$ cat src/rtl/cpu_defs.sv
// Shared datapath definitions: address width, control-flow opcodes and
// PC-source mux select encodings used across the CPU.
package cpu_defs;

    localparam int ADDR_W = 12;

    localparam logic [4:0] OP_JMP  = 5'b11100;
    localparam logic [4:0] OP_CALL = 5'b11101;
    localparam logic [5:0] OP_RET  = 6'b111100;

    typedef enum logic [1:0] {
        SEL_PC1 = 2'b00,
        SEL_BR  = 2'b01,
        SEL_JMP = 2'b10
    } selectAdress_e;

endpackage

$ cat src/rtl/stack_ram.sv
// Register file backing the return-address stack: one synchronous write
// port and one asynchronous read port. Contents are deliberately not reset.
module stack_ram #(
    parameter int ADDR_W = cpu_defs::ADDR_W,
    parameter int DEPTH  = 8,
    localparam int IDX_W = $clog2(DEPTH)
) (
    input  logic              clock,
    input  logic              we,
    input  logic [IDX_W-1:0]  waddr,
    input  logic [ADDR_W-1:0] wdata,
    input  logic [IDX_W-1:0]  raddr,
    output logic [ADDR_W-1:0] rdata
);

    logic [ADDR_W-1:0] mem [DEPTH];

    // Write the selected entry on the rising edge when enabled.
    always_ff @(posedge clock) begin
        if (we) begin
            mem[waddr] <= wdata;
        end
    end

    assign rdata = mem[raddr];

endmodule

$ cat src/rtl/return_addr_stack.sv
// Hardware return-address stack. CALL pushes PC+1, RET pops and sees the
// top entry in the same cycle through a combinational read path.
module return_addr_stack
    import cpu_defs::*;
#(
    parameter int ADDR_W = cpu_defs::ADDR_W,
    parameter int DEPTH  = 8,
    localparam int PTR_W = $clog2(DEPTH)
) (
    input  logic              clock,
    input  logic              init_signal,
    input  logic              push,
    input  logic              pop,
    input  logic [ADDR_W-1:0] push_addr,
    output logic [ADDR_W-1:0] ret_addr,
    output logic [PTR_W:0]    count,
    output logic              empty,
    output logic              full,
    output logic              overflow,
    output logic              underflow
);

    localparam logic [PTR_W:0]   FULL_COUNT = (PTR_W+1)'(DEPTH);
    localparam logic [PTR_W:0]   COUNT_ONE  = (PTR_W+1)'(1);
    localparam logic [PTR_W-1:0] IDX_ONE    = PTR_W'(1);

    logic [PTR_W:0]    nextCount;
    logic [PTR_W-1:0]  topIdx;
    logic [PTR_W-1:0]  writeIdx;
    logic              writeEn;
    logic              setOverflow;
    logic              setUnderflow;
    logic [ADDR_W-1:0] readData;

    assign empty  = (count == '0);
    assign full   = (count == FULL_COUNT);
    // At count == DEPTH the low bits are zero, so subtracting one wraps to DEPTH-1.
    assign topIdx = count[PTR_W-1:0] - IDX_ONE;

    // Decode the push/pop strobes into a write, a new count and flag sets.
    always_comb begin
        nextCount    = count;
        writeEn      = 1'b0;
        writeIdx     = count[PTR_W-1:0];
        setOverflow  = 1'b0;
        setUnderflow = 1'b0;
        case ({push, pop})
            2'b10: begin
                if (!full) begin
                    writeEn   = 1'b1;
                    nextCount = count + COUNT_ONE;
                end else begin
                    setOverflow = 1'b1;
                end
            end
            2'b01: begin
                if (!empty) begin
                    nextCount = count - COUNT_ONE;
                end else begin
                    setUnderflow = 1'b1;
                end
            end
            2'b11: begin
                writeEn = 1'b1;
                if (!empty) begin
                    writeIdx = topIdx;
                end else begin
                    nextCount = count + COUNT_ONE;
                end
            end
            default: begin
                nextCount = count;
            end
        endcase
    end

    // Count and sticky error flags; reset overrides any strobe that cycle.
    always_ff @(posedge clock) begin
        if (init_signal) begin
            count     <= '0;
            overflow  <= 1'b0;
            underflow <= 1'b0;
        end else begin
            count <= nextCount;
            if (setOverflow) begin
                overflow <= 1'b1;
            end
            if (setUnderflow) begin
                underflow <= 1'b1;
            end
        end
    end

    stack_ram #(
        .ADDR_W (ADDR_W),
        .DEPTH  (DEPTH)
    ) u_stackRam (
        .clock (clock),
        .we    (writeEn && !init_signal),
        .waddr (writeIdx),
        .wdata (push_addr),
        .raddr (topIdx),
        .rdata (readData)
    );

    assign ret_addr = empty ? '0 : readData;

endmodule

$ cat config.mk
export PLATFORM = sky130hd
export DESIGN_NAME = return_addr_stack
export DESIGN_NICKNAME = d
export VERILOG_FILES = /design/src/rtl/cpu_defs.sv /design/src/rtl/stack_ram.sv /design/src/rtl/return_addr_stack.sv
export SDC_FILE = /design/constraint.sdc
export NUM_CORES = 1
export LEC_CHECK = 0
export CAP_MARGIN = 10
export CORE_MARGIN = 3
export CORE_UTILIZATION = 50
export CTS_CLUSTER_SIZE = 30
export DETAILED_ROUTE_END_ITERATION = 10
export PLACE_DENSITY = 0.77
export SYNTH_ARGS = -nofsm -noshare
export SYNTH_HDL_FRONTEND = slang
export SYNTH_HIERARCHICAL = 1
export SYNTH_SLANG_ARGS = --single-unit
$ cat constraint.sdc
create_clock -name clock -period 8.9 [get_ports clock]
set_clock_uncertainty 0.1 [all_clocks]
set_input_delay 1.78 -clock clock [delete_from_list [all_inputs] [get_ports clock]]
set_output_delay 1.78 -clock clock [all_outputs]
set_load 0.01 [all_outputs]
# Yosys cells after proc, flatten, opt, wreduce, memory -nomap -nowiden
# Memory sizes are Yosys's and may differ from the RTL's.
# Index checks and enable logic that the tools add are counted.
totals:
  ff_bits: 6
  ramBits: 96
  output_inout_bits: 20
  word_cells: 34
  memories: 1
classes:
  addsub: 3
  n_eq_ne: 7
  mux: 15
  reduce_logical: 5
mem_list:
  columns: ["name", "words", "width", "read_ports", "rd_ports_with_merged_regs", "write_ports", "line", "source"]
  rows:
  - ["u_stackRam.mem", 8, 12, 1, 0, 1, "stack_ram.sv:16", "logic [ADDR_W-1:0] mem [DEPTH];"]
op_table:
  columns: ["op", "n"]
  rows:
  - ["$mux W12", 1]
  - ["$mux W4", 3]
  - ["$pmux W4 S3", 1]
  - ["$mux W1", 7]
  - ["$mux W3", 2]
  - ["$ne A2 B2 Y1 const B", 3]
  - ["$add A4 B1 Y4 const B", 1]
  - ["$eq A2 B2 Y1 const B", 2]
  - ["$eq A4 B4 Y1 const B", 1]
  - ["$logic_not A4 Y1", 1]
  - ["$reduce_and A4 Y1", 1]
  - ["$sub A4 B1 Y4 const B", 1]
  - ["$reduce_bool A3 Y1", 1]
  - ["$sub A3 B1 Y3 const B", 1]
  - ["$eq A2 B1 Y1 const B", 1]
  - ["$pmux W1 S2", 1]
  - ["$logic_and A1 B1 Y1", 1]
  - ["$logic_not A1 Y1", 1]

# Depth between registers and ports, before layout
# Gate-level depths: netlist of the first run.
depth:
  depth_word: 6
  depth_mapped: 8

# Modules after synthesis
# The synthesis of the first run kept the hierarchy.
by_module_without_submodules:
  columns: ["module", "instances", "cells_per_inst", "area_each_um2"]
  rows:
  - ["stack_ram", 1, 152, 3747.3]
  - ["return_addr_stack", 1, 69, 529.3]

# Worst setup path after synthesis of the first run
# OpenSTA, ideal clock, no wires.
synth_timing:
  kind: "input to register"
  startpoint: "in push"
  endpoint: "mem u_stackRam.mem[0][0] (enable)"
  setup_ns: 0.396
  t_arrival_ns: 3.468
  required_time_ns: 8.404
  slack_ns: 4.936
  stages: 6
  n_path_buf: 1
  path_cell_list: "buf_2 nand2_1 or2_2 nand2_1 o21ai_0 nor3_1"
synth_via:
  elab_cells_between_ends: 7
  cone_classes: "2 x eq/ne; 4 x mux; 1 x reduce/logical"
synth_lines:
  columns: ["element", "line", "source"]
  rows:
  - ["from (decl)", "return_addr_stack.sv:12", "input logic push,"]
  - ["$eq A2 B2 Y1", "return_addr_stack.sv:47", "case ({push, pop})"]
  - ["$mux W3", "return_addr_stack.sv:47", null]
  - ["net writeIdx[1]", "return_addr_stack.sv:29", "logic [PTR_W-1:0] writeIdx;"]
  - ["to (decl)", "stack_ram.sv:16", null]
# The timed path passes the listed nets, and every way through them passes these cells.

# Final worst setup path of the first run
layout_timing:
  startpoint: "reg count[0]"
  endpoint: "out ret_addr[11]"
layout_via:
  elab_chain_cells: 3
  elab_cells_between_ends: 4
  cone_classes: "1 x add/sub; 1 x mux; 1 x reduce/logical; 1 x memory"
layout_lines:
  columns: ["element", "line", "source"]
  rows:
  - ["from (decl)", "return_addr_stack.sv:16", "output logic [PTR_W:0] count,"]
  - ["from (signal assigned)", "return_addr_stack.sv:84", "count <= nextCount;"]
  - ["$sub A3 B1 Y3", "return_addr_stack.sv:38", "assign topIdx = count[PTR_W-1:0] - IDX_ONE;"]
  - ["net topIdx[2]", "return_addr_stack.sv:28", "logic [PTR_W-1:0] topIdx;"]
  - ["$mem_v2 Z8 W12", null, null]
  - ["net readData[11]", "return_addr_stack.sv:33", "logic [ADDR_W-1:0] readData;"]
  - ["$mux W12", "return_addr_stack.sv:106", "assign ret_addr = empty ? '0 : readData;"]
  - ["to (decl)", "return_addr_stack.sv:15", "output logic [ADDR_W-1:0] ret_addr,"]
# The timed path passes the listed nets, and every way through them passes these cells.

==> results of run 1 <==
synth_stat cells:
cell / n
edfxtp_1: 96
mux4_1: 21
mux2_2: 13
nor2b_1: 12
nor2_1: 10
a21oi_1: 6
dfxtp_1: 6
buf_2: 5
nand2_1: 5
inv_1: 4
o21ai_0: 4
buf_6: 3
mux4_2: 3
nand2b_1: 3
nand3_1: 3
nor3_1: 3
clkbuf_1: 2
ha_1: 2
mux2i_1: 2
nor3b_1: 2
o31ai_1: 2
or4_1: 2
xnor2_1: 2
xor2_1: 2
and2_2: 1
and2b_1: 1
and3_1: 1
and3b_2: 1
mux2i_2: 1
nand4_1: 1
nor2b_4: 1
or2_2: 1
layout make-up:
cell class,count,area [sq um]
clock buffer,12,135.1
clock inverter,4,47.55
fill,602,3274
inverter,4,15.01
multi-input combinational,105,1215
sequential,102,3003
tap,105,131.4
timing repair buffer,46,436.7
cell usage in the layout, fill, tap and decap left out, drive strengths merged, types with 2 or more instances in the layout:
cell / count
a21oi: 6
buf: 11
clkbuf: 12
clkdlybuf4s50: 35
clkinv: 2
dfxtp: 6
edfxtp: 96
ha: 2
inv: 4
mux2: 13
mux2i: 3
mux4: 24
nand2: 5
nand2b: 3
nand3: 3
nor2: 10
nor2b: 13
nor3: 3
nor3b: 2
o21ai: 4
o31ai: 2
or4: 2
xnor2: 2
xor2: 2
routing by layer:
metal  up-vias  routed length (um)  GRT usage [%]
met3         7                 300          2.902
li1        991                   -              -
met2        47                4032          27.82
met5         -                   0              0
met4         0                 104          6.408
met1      1087                3265          22.21
state kept, by name (all words and copies together), names as in the netlist:
signal and flops:
u_stackRam/mem 96, count 4, overflow 1, underflow 1
logic make-up (layout without fill, tap and decap cells):
group           Yosys count  count (layout)  synth area share (%)
xor+xnor                  4               4                0.8193
mux                      40              40                 18.69
compound gates           12              12                 1.521
buf+inv                  14              66                 1.902
simple gates             47              47                 6.261
fa+ha+maj                 2               2                0.5850
flops                   102             102                 70.22
worst reg2reg max path: stages, from the launching register on:
cell      delay [ns]
dfxtp_1         0.45
inv_1           0.09
ha_1            0.29
nor3b_2         0.18
buf_4           0.22
or2_2           0.35
o21ai_0         0.53
nand2b_1        0.16
nor2_1          0.13
buf_4           0.25
report_power, final:
| part | switching, uW | leakage, uW | total [uW] | internal (uW) |
|---|---|---|---|---|
| sequential | 11.8 | 0.000916 | 561 | 549 |
| clock | 142 | 0.0000904 | 272 | 130 |
| combinational | 176 | 0.000679 | 388 | 212 |
per-stage QoR:
step / hold slack, ns / std cells / utilization (%) / power, uW
after global routing: 0.4196 / 378 / 60.35 / 1280
after CTS: 0.3876 / 377 / 60.21 / 1231
after detailed placement: 0.3647 / 361 / 58.00 / 963.1
after floorplan: 0.4022 / 221 / - / 820.3
after global placement: 0.3513 / 361 / 58.00 / 951.9
final: 0.3815 / 378 / 60.35 / 1221
how the worst max path moves through the flow:
stage	start	end	slack (ns)	cells past startpoint
final	count[0]$_SDFFE_PP0P_	ret_addr[11]	3.76	8
after global routing	count[0]$_SDFFE_PP0P_	ret_addr[11]	3.51	8
after CTS	count[0]$_SDFFE_PP0P_	ret_addr[11]	3.70	8
after detailed placement	count[0]$_SDFFE_PP0P_	ret_addr[11]	4.09	8
after global placement	count[0]$_SDFFE_PP0P_	ret_addr[11]	4.21	8
after floorplan	push	u_stackRam/mem[0][0]$_DFFE_PP_	4.94	6
==> results.md, run 1 <==
* Status: finished clean
* Area delta synth->final at 16.53%
* Most area-consuming cells after synthesis: edfxtp_1, mux4_1, mux2_2
* Wire length per cell at 20.38 um
* Leakage power at 0.001686 uW
* # setup viols final at 0
* Initial antenna violation count at 0
* Critical Path Source Type: register
* H-tree depth at 3
* CP Buf/Inv Count at 3
* Slew headroom at 57.03%
* Via count at 2132
* CTS Buf Count at 9
* Final Cell Area at 4984 sq um
* Crit share post-route at 57.72%
* Worst R2R Path Depth at 9
* Post-route ant nets at 0
* Seq/Total Area, Yosys at 70.22%
* Min-Delay Path Depth at 2
* Die Y at 98.49 um
* Layout cells sized above 1 at 17.95%
* Number of global-route vias before repair at 2123
* Least-Margin Pin Slew at 0.6378 ns
* #FFs+latches synth at 102
* Syn Std Cell Area at 4277 sq um
* Cells after synthesis at 221
* VDD IR-drop max at 0.1169 mV
* Hold endpoint: underflow$_SDFFE_PP0P_
* Fin. max-slew vios at 0
* Top cell family by delay on the critical path: buffers and inverters
* Nets at 286
* Clk buf depth at 2
* R2R Setup Slk at 5.83 ns
* Fmax achieved at 194.7 MHz
* Horiz. Die Dim at 98.49 um
* Post-CTS Setup Inserts at 0
* Power density over the cells at 245.0 nW/um^2
* Clk root buf: clkbuf_8
* Critical Path, Cell by Cell: inv_1, ha_1, xor2_2, buf_4, mux4_2, mux2_2, nor2b_1, clkdlybuf4s50_1
* Grt total ovfl at 0
* Drt drc at 0
* Area leader, netlist: edfxtp_1
* Hold path startpoint: underflow$_SDFFE_PP0P_
* TritonRoute pass-1 iters at 4
* Routability cong. at 0.8250
* Vias/cell at 5.640
* Cell row count at 33
* CTS tree: done
* Placed instance area at 4790 sq um
* Worst reg2reg endpoint: u_stackRam/mem[2][11]$_DFFE_PP_
* IO buf count at 35
* Post_cts resized at 0
* All-Layer GR Usage at 16.70%
* Clock slew at the register clock pins of the worst setup and hold paths at 0.09 ns
* Core ar. at 8258 sq um
* Top-area cell type share of the netlist area at 67.41%
* Largest net degree at the start of global routing at 26
* CP Class: register to output pin
* Fin worst setup slack at 3.763 ns
* # Max-Cap Violations at 0
* Worst stage delay on the critical path at 0.55 ns
* Hold crit path type: register to register
* Initial Utilization at 51.79%
* Fin crit period at 5.137 ns
* Slowest cell on crit path: xor2_2
* Full die area at 9699 sq um
* Total I/O pin count at 36
* Netlist cell types at 32
* R2r startpoint: count[0]$_SDFFE_PP0P_
* Sum Neg Setup Slack at 0 ns
* Skew-Pair Late Insertion Delay at 0.35 ns
* Routed WL at 7.703 mm
* Worst Path Required at 7.02 ns
* Net count after synthesis at 239
* Worst Setup End Kind: output pin
* HPWL after DPL at 4.568 mm
* Final hold violations at 0
* Crit path max fanout at 14
* Clk sink count at 102
* Starting DRC count in detailed routing at 115
* RSZ-0062 raised after global routing: no
* Avg Synthesized Cell Area at 19.35 sq um
* Arr. time, crit path at 3.26 ns
* Pre-CTS WS at 4.090 ns
* Number of diodes at 0
* First-pass GRT wire length at 11.92 mm
* Hold-fix buffers at CTS at 0
* Yosys Warn Count at 6
No activity file was read; power rests on OpenSTA's default activity.
==> run 2, diff against run 1 <==
Clock period 8.9 ns to 5.3 ns, I/O delays scaled along.
==> run 2 against run 1 <==
  * Final area up 0.15%
  * Sequential power grew 68%
  * Combinational power rose by 66%
  * Die area did not move
  * Worst hold slack got worse by 0.00082 ns
  * Worst setup slack got worse by 2.6 ns
  * Cell count did not move
  * Critical path type unchanged
  * Critical endpoint is now ret_addr[0]
  * Sequential share of layout area shrank 0.091 points
  * Critical path depth unchanged
  * Total power rose by 68%
  * Sequential cell count unchanged
  * Clock-buffer cell count fell by 3
==> results.md, run 2 (synthesis gave the netlist of run 1 again) <==
* Nets at 286 (unchanged)
* Worst Path Required at 4.14 ns (was 7.02 ns)
* Crit share post-route at 77.87%
* Number of global-route vias before repair at 2139 (was 2123)
* CTS Buf Count at 9 (unchanged)
* Clk sink count at 102 (unchanged)
* Hold crit path type: register to register (unchanged)
* Post-CTS Setup Inserts at 0 (unchanged)
* H-tree depth at 3 (unchanged)
* Sum Neg Setup Slack at 0 ns (unchanged)
* Slowest cell on crit path: clkdlybuf4s50_1 (was xor2_2)
* CTS tree: done (unchanged)
* HPWL after DPL at 4.957 mm (was 4.568 mm)
* CP Class: register to output pin (unchanged)
* Pre-CTS WS at 1.411 ns (was 4.090 ns)
* # setup viols final at 0 (unchanged)
* Reg power frac at 46.0% (about the same)
* Routability cong. at 0.7868 (was 0.8250)
* Largest regs: u_stackRam/mem x96, count x4 (unchanged)
* Post-layout power at 2049 uW (was 1221 uW)
* First-pass GRT wire length at 12.10 mm (was 11.92 mm)
* Final hold violations at 0 (unchanged)
* Critical Path Source Type: register (unchanged)
* Routed WL at 7.606 mm (was 7.703 mm)
* Status: finished clean (unchanged)
* All-Layer GR Usage at 16.83% (was 16.70%)
* Leakage power at 0.001689 uW (was 0.001686 uW)
* Worst Setup End Kind: output pin (unchanged)
* Drt drc at 0 (unchanged)
* Crit path max fanout at 24 (was 14)
* NetSw at 590.2 uW (was 329.7 uW)
* Max reg flops at 96 (unchanged)
* Fin. max-slew vios at 0 (unchanged)
* Power density over the cells at 410.6 nW/um^2 (was 245.0 nW/um^2)
* Fin worst setup slack at 1.173 ns (was 3.763 ns)
* Slew headroom at 51.25% (was 57.03%)
* Most frequent cells in the layout: edfxtp_1, clkdlybuf4s50_1, mux4_1 (unchanged)
* VDD IR-drop max at 0.2488 mV (was 0.1169 mV)
* TritonRoute pass-1 iters at 4 (unchanged)
* Largest net degree at the start of global routing at 26 (unchanged)
* Clock share of power at 22.5% (was 22.2%)
* Full die area at 9699 sq um (unchanged)
* Initial Utilization at 51.79% (unchanged)
* Fin util at 60.44% (was 60.35%)
* Area delta synth->final at 16.71% (was 16.53%)
* Core ar. at 8258 sq um (unchanged)
* Horiz. Die Dim at 98.49 um (unchanged)
* Grt total ovfl at 0 (unchanged)
* Via count at 2125 (was 2132)
* Commonest non-fill, non-tap cell in the layout: edfxtp_1 (unchanged)
* Biggest register: u_stackRam/mem (unchanged)
* Layout cells sized above 1 at 19.05% (was 17.95%)
* Fmax achieved at 242.3 MHz
* P_int at 1459 uW (was 891.2 uW)
* Multi-input logic area at 1215 sq um (unchanged)
* Arr. time, crit path at 2.97 ns (was 3.26 ns)
* Hold-fix buffers at CTS at 0 (unchanged)
* Least-Margin Pin Slew at 0.7281 ns (was 0.6378 ns)
* Seq. cell area at 3003 sq um (unchanged)
* CP Buf/Inv Count at 3 (unchanged)
* Initial antenna violation count at 0 (unchanged)
* Top cell family by delay on the critical path: buffers and inverters (unchanged)
* Switching Share at 28.80% (was 27.01%)
* Clock slew at the register clock pins of the worst setup and hold paths at 0.11 ns (was 0.09 ns)
* Worst R2R Path Depth at 8 (was 9)
* Vias/cell at 5.622 (was 5.640)
* Post_cts resized at 0 (unchanged)
* Wire length per cell at 20.12 um (was 20.38 um)
* Worst stage delay on the critical path at 0.52 ns (was 0.55 ns)
* Comb power frac at 31.5% (was 31.8%)
* Min-Delay Path Depth at 2 (unchanged)
* Die Y at 98.49 um (unchanged)
* Clk buf depth at 2 (unchanged)
* Critical Path, Cell by Cell: inv_1, ha_1, xor2_2, buf_4, mux4_2, mux2_2, nor2b_1, clkdlybuf4s50_1 (unchanged)
* Skew-Pair Late Insertion Delay at 0.36 ns (was 0.35 ns)
* Total I/O pin count at 36 (unchanged)
* Clk root buf: clkbuf_8 (unchanged)
* RSZ-0062 raised after global routing: no (unchanged)
* Starting DRC count in detailed routing at 162 (was 115)
* IO buf count at 35 (unchanged)
* Cell row count at 33 (unchanged)
* Number of diodes at 0 (unchanged)
* # Max-Cap Violations at 0 (unchanged)
* Levels on crit path at 8 (unchanged)
* Fin crit period at 4.127 ns
* Post-route ant nets at 0 (unchanged)
* Layout fillers at 585 (was 602)
-- run 2: cell type report --
| class | instances | area share (%) |
|---|---|---|
| repair buffers | 46 | 8.674 |
| clock inverters | 7 | 1.404 |
| flip-flops and latches | 102 | 60.17 |
| multi-input cells | 105 | 24.34 |
| inverters | 4 | 0.3008 |
| well taps | 105 | 2.632 |
| clock buffers | 9 | 2.482 |
-- run 2: final timing paths --
check	start	end	slack, ns
worst min-delay path	underflow$_SDFFE_PP0P_	underflow$_SDFFE_PP0P_	0.38
worst max register to register	count[1]$_SDFFE_PP0P_	u_stackRam/mem[1][10]$_DFFE_PP_	1.91
worst min register to register	underflow$_SDFFE_PP0P_	underflow$_SDFFE_PP0P_	0.38
worst max-delay path	count[0]$_SDFFE_PP0P_	ret_addr[0]	1.17
-- run 2: metrics by stage --
stage,cells,instance area [sq um],hold slack [ns]
3_3_place_gp,362,4797,0.3564
4_1_cts,378,4991,0.3912
3_5_place_dp,362,4797,0.3652
2_1_floorplan,221,4277,0.4022
5_1_grt,378,4991,0.4498
6_report,378,4991,0.3807
-- run 2: worst reg2reg max path, stage by stage, from the launching register on --
cell	delay, ns
dfxtp_1	0.38
inv_1	0.11
ha_1	0.29
nor3b_2	0.66
or2_2	0.26
o21ai_0	0.22
nand2b_1	0.25
nor2_1	0.54
buf_4	0.29
-- run 2: per-layer routing --
layer	up-vias	share of wire [%]	routed length [um]	track usage [%]
li1	993	-	-	-
met1	1048	41	3087	22.35
met2	74	52	3957	28.08
met3	10	5.6	427	3.043
met4	0	1.7	133	6.303
met5	-	0	0	0
-- run 2: power groups by stage --
stage | sequential, uW | clock [uW] | combinational (uW)
after floorplan | 956 | 0 | 421
final | 943 | 460 | 646
after CTS | 944 | 469 | 660
after detailed placement | 962 | 0 | 657
after global placement | 961 | 0 | 647
after global routing | 949 | 505 | 701
==> run 3, diff against run 2 <==
Settings changed: PLACE_DENSITY 0.77 to 0.8.
Clock period 5.3 ns to 3.6 ns, I/O delays scaled along.
==> run 3 against run 2 <==
  * Via count rose by 4.1%
  * Worst setup slack got worse by 1.1 ns
  * Final area rose by 3.7%
  * Worst hold slack got worse by 0.00096 ns
==> results.md, run 3 (synthesis gave the netlist of run 1 again) <==
* Grt total ovfl at 0 (unchanged)
* Routed WL at 7.799 mm (was 7.606 mm)
* Biggest register: u_stackRam/mem (unchanged)
* Via count at 2213 (was 2125)
* Area delta synth->final at 21.04% (was 16.71%)
* GRT busiest layer: met2 (unchanged)
* Vias/cell at 5.660 (was 5.622)
* Max reg flops at 96 (unchanged)
* Slowest cell on crit path: clkdlybuf4s50_1 (unchanged)
* R2R Setup Slk at 0.83 ns (was 1.91 ns)
* Grt met3 use at 3.114% (was 3.043%)
* Largest net degree at the start of global routing at 25 (was 26)
* Initial antenna violation count at 0 (unchanged)
* Post-layout power at 3229 uW (was 2049 uW)
* Multi-input logic area at 1239 sq um (was 1215 sq um)
* Critical Path, Cell by Cell: inv_1, ha_4, xor2_4, clkbuf_16, mux4_1, mux2_2, nor2b_1, clkdlybuf4s50_1 (was inv_1, ha_1, xor2_2, buf_4, mux4_2, mux2_2, nor2b_1, clkdlybuf4s50_1)
* Reg power frac at 43.2% (was 46.0%)
* Clk buf depth at 2 (unchanged)
* CTS Buf Count at 9 (unchanged)
* Core ar. at 8258 sq um (unchanged)
* TritonRoute pass-1 iters at 5 (was 4)
* Wire length per cell at 19.95 um (was 20.12 um)
* Post-CTS Setup Inserts at 0 (unchanged)
* Total I/O pin count at 36 (unchanged)
* Fin util at 62.68% (was 60.44%)
* Starting DRC count in detailed routing at 159 (was 162)
* Crit share post-route at 98.30%
* Layout fillers at 578 (was 585)
* Status: finished clean (unchanged)
* Critical Path Source Type: register (unchanged)
* Worst Setup End Kind: output pin (unchanged)
* Arr. time, crit path at 2.72 ns (was 2.97 ns)
* Die Y at 98.49 um (unchanged)
* Initial Utilization at 51.79% (unchanged)
* Clock share of power at 23.6% (was 22.5%)
* Commonest non-fill, non-tap cell in the layout: edfxtp_1 (unchanged)
* Nets at 299 (was 286)
* Number of global-route vias before repair at 2200 (was 2139)
* Post-route ant nets at 0 (unchanged)
* HPWL after DPL at 4.975 mm (was 4.957 mm)
* Routability cong. at 0.7755 (was 0.7868)
* Least-Margin Pin Slew at 0.7063 ns (was 0.7281 ns)
* Hold-fix buffers at CTS at 0 (unchanged)
* Power density over the cells at 623.8 nW/um^2 (was 410.6 nW/um^2)
* H-tree depth at 3 (unchanged)
* Slew headroom at 52.74% (was 51.25%)
* P_int at 2365 uW (was 1459 uW)
* First-pass GRT wire length at 11.91 mm (was 12.10 mm)
* Seq. cell area at 3012 sq um (was 3003 sq um)
* Fmax achieved at 282.6 MHz
* Clk sink count at 102 (unchanged)
* WHS at 0.3797 ns (was 0.3807 ns)
* Final hold violations at 0 (unchanged)
* Layout cells sized above 1 at 23.78% (was 19.05%)
* CP Class: register to output pin (unchanged)
* Number of diodes at 0 (unchanged)
* Switching Share at 26.77% (was 28.80%)
* Fin crit period at 3.539 ns
* # Max-Cap Violations at 0 (unchanged)
* Worst Path Required at 2.78 ns (was 4.14 ns)
* GR Util met2 at 27.41% (was 28.08%)
* Leakage power at 0.001799 uW (was 0.001689 uW)
* Largest regs: u_stackRam/mem x96, count x4 (unchanged)
* Drt drc at 0 (unchanged)
* Horiz. Die Dim at 98.49 um (unchanged)
* Most frequent cells in the layout: edfxtp_1, clkdlybuf4s50_1, buf_4, mux4_1, mux2_2 (was edfxtp_1, clkdlybuf4s50_1, mux4_1)
* Comb power frac at 33.3% (was 31.5%)
* Skew-Pair Late Insertion Delay at 0.36 ns (about the same)
* Routing usage on met1 at 21.93% (was 22.35%)
* # setup viols final at 0 (unchanged)
* IO buf count at 35 (unchanged)
* CTS tree: done (unchanged)
* Cell row count at 33 (unchanged)
* Full die area at 9699 sq um (unchanged)
* Crit path max fanout at 7 (was 24)
* Clk root buf: clkbuf_8 (unchanged)
* All-Layer GR Usage at 16.67% (was 16.83%)
* Worst stage delay on the critical path at 0.48 ns (was 0.52 ns)
* Fin. max-slew vios at 0 (unchanged)
* VDD IR-drop max at 0.3123 mV (was 0.2488 mV)
* NetSw at 864.3 uW (was 590.2 uW)
* Hold crit path type: register to register (unchanged)
* Clock slew at the register clock pins of the worst setup and hold paths at 0.10 ns (was 0.11 ns)
-- run 3: cell types whose count changed in the layout (fill, tap and decap cells not counted), moves of 2 or more --
cell	delta
bufinv_16	+2
dfxtp_4	+2
clkinv_4	-3
dfxtp_1	-3
buf_4	+10
-- run 3: worst paths after layout --
kind / start / depth (start not counted) / end
setup reg to reg: count[1]$_SDFFE_PP0P_ / 8 / u_stackRam/mem[1][7]$_DFFE_PP_
hold / removal: underflow$_SDFFE_PP0P_ / 2 / underflow$_SDFFE_PP0P_
setup / recovery: count[1]$_SDFFE_PP0P_ / 8 / ret_addr[6]
hold reg to reg: underflow$_SDFFE_PP0P_ / 2 / underflow$_SDFFE_PP0P_
-- run 3: what timing repair did --
action / 4_1_cts / 5_1_grt
setup endpoints to repair: 12 / 12
resized for setup: 2 / 8
cloned: 0 / 2
-- run 3: final cells by class --
cell class,count,area share (%)
clock buffers,10,2.466
flip-flops and latches,102,58.18
multi-input cells,105,23.93
inverters,4,0.2901
well taps,105,2.538
repair buffers,59,10.95
clock inverters,6,1.644
-- run 3: power by group through the flow --
stage	clock (uW)	sequential, uW	combinational (uW)
floorplan	0	1410	620
global route	834	1400	1150
CTS	773	1390	1010
global placement	0	1410	999
detailed placement	0	1420	1010
finish	761	1390	1070
-- run 3: layer usage --
metal | vias up | share of wire (%)
li1 | 1024 | -
met1 | 1142 | 44
met2 | 36 | 52
met3 | 11 | 2.3
met4 | 0 | 2.0
met5 | - | 0
-- run 3: critical path: cells and delay by family (launching register included) --
| kind | cells | cell delay, ns |
|---|---|---|
| buf+inv | 3 | 0.82 |
| fa+ha+maj | 1 | 0.20 |
| flops | 1 | 0.38 |
| xor+xnor | 1 | 0.27 |
| mux | 2 | 0.55 |
| simple gates | 1 | 0.13 |
-- run 3: stage by stage --
stage / setup slack (ns) / instances / setup TNS (ns) / instance area (sq um)
2_1_floorplan: 0.6057 / 221 / 0 / 4277
3_3_place_gp: 0.3368 / 373 / 0 / 4892
3_5_place_dp: 0.3074 / 373 / 0 / 4892
4_1_cts: 0.002994 / 389 / 0 / 5107
5_1_grt: -0.01997 / 391 / -0.07101 / 5176
6_report: 0.06115 / 391 / 0 / 5176
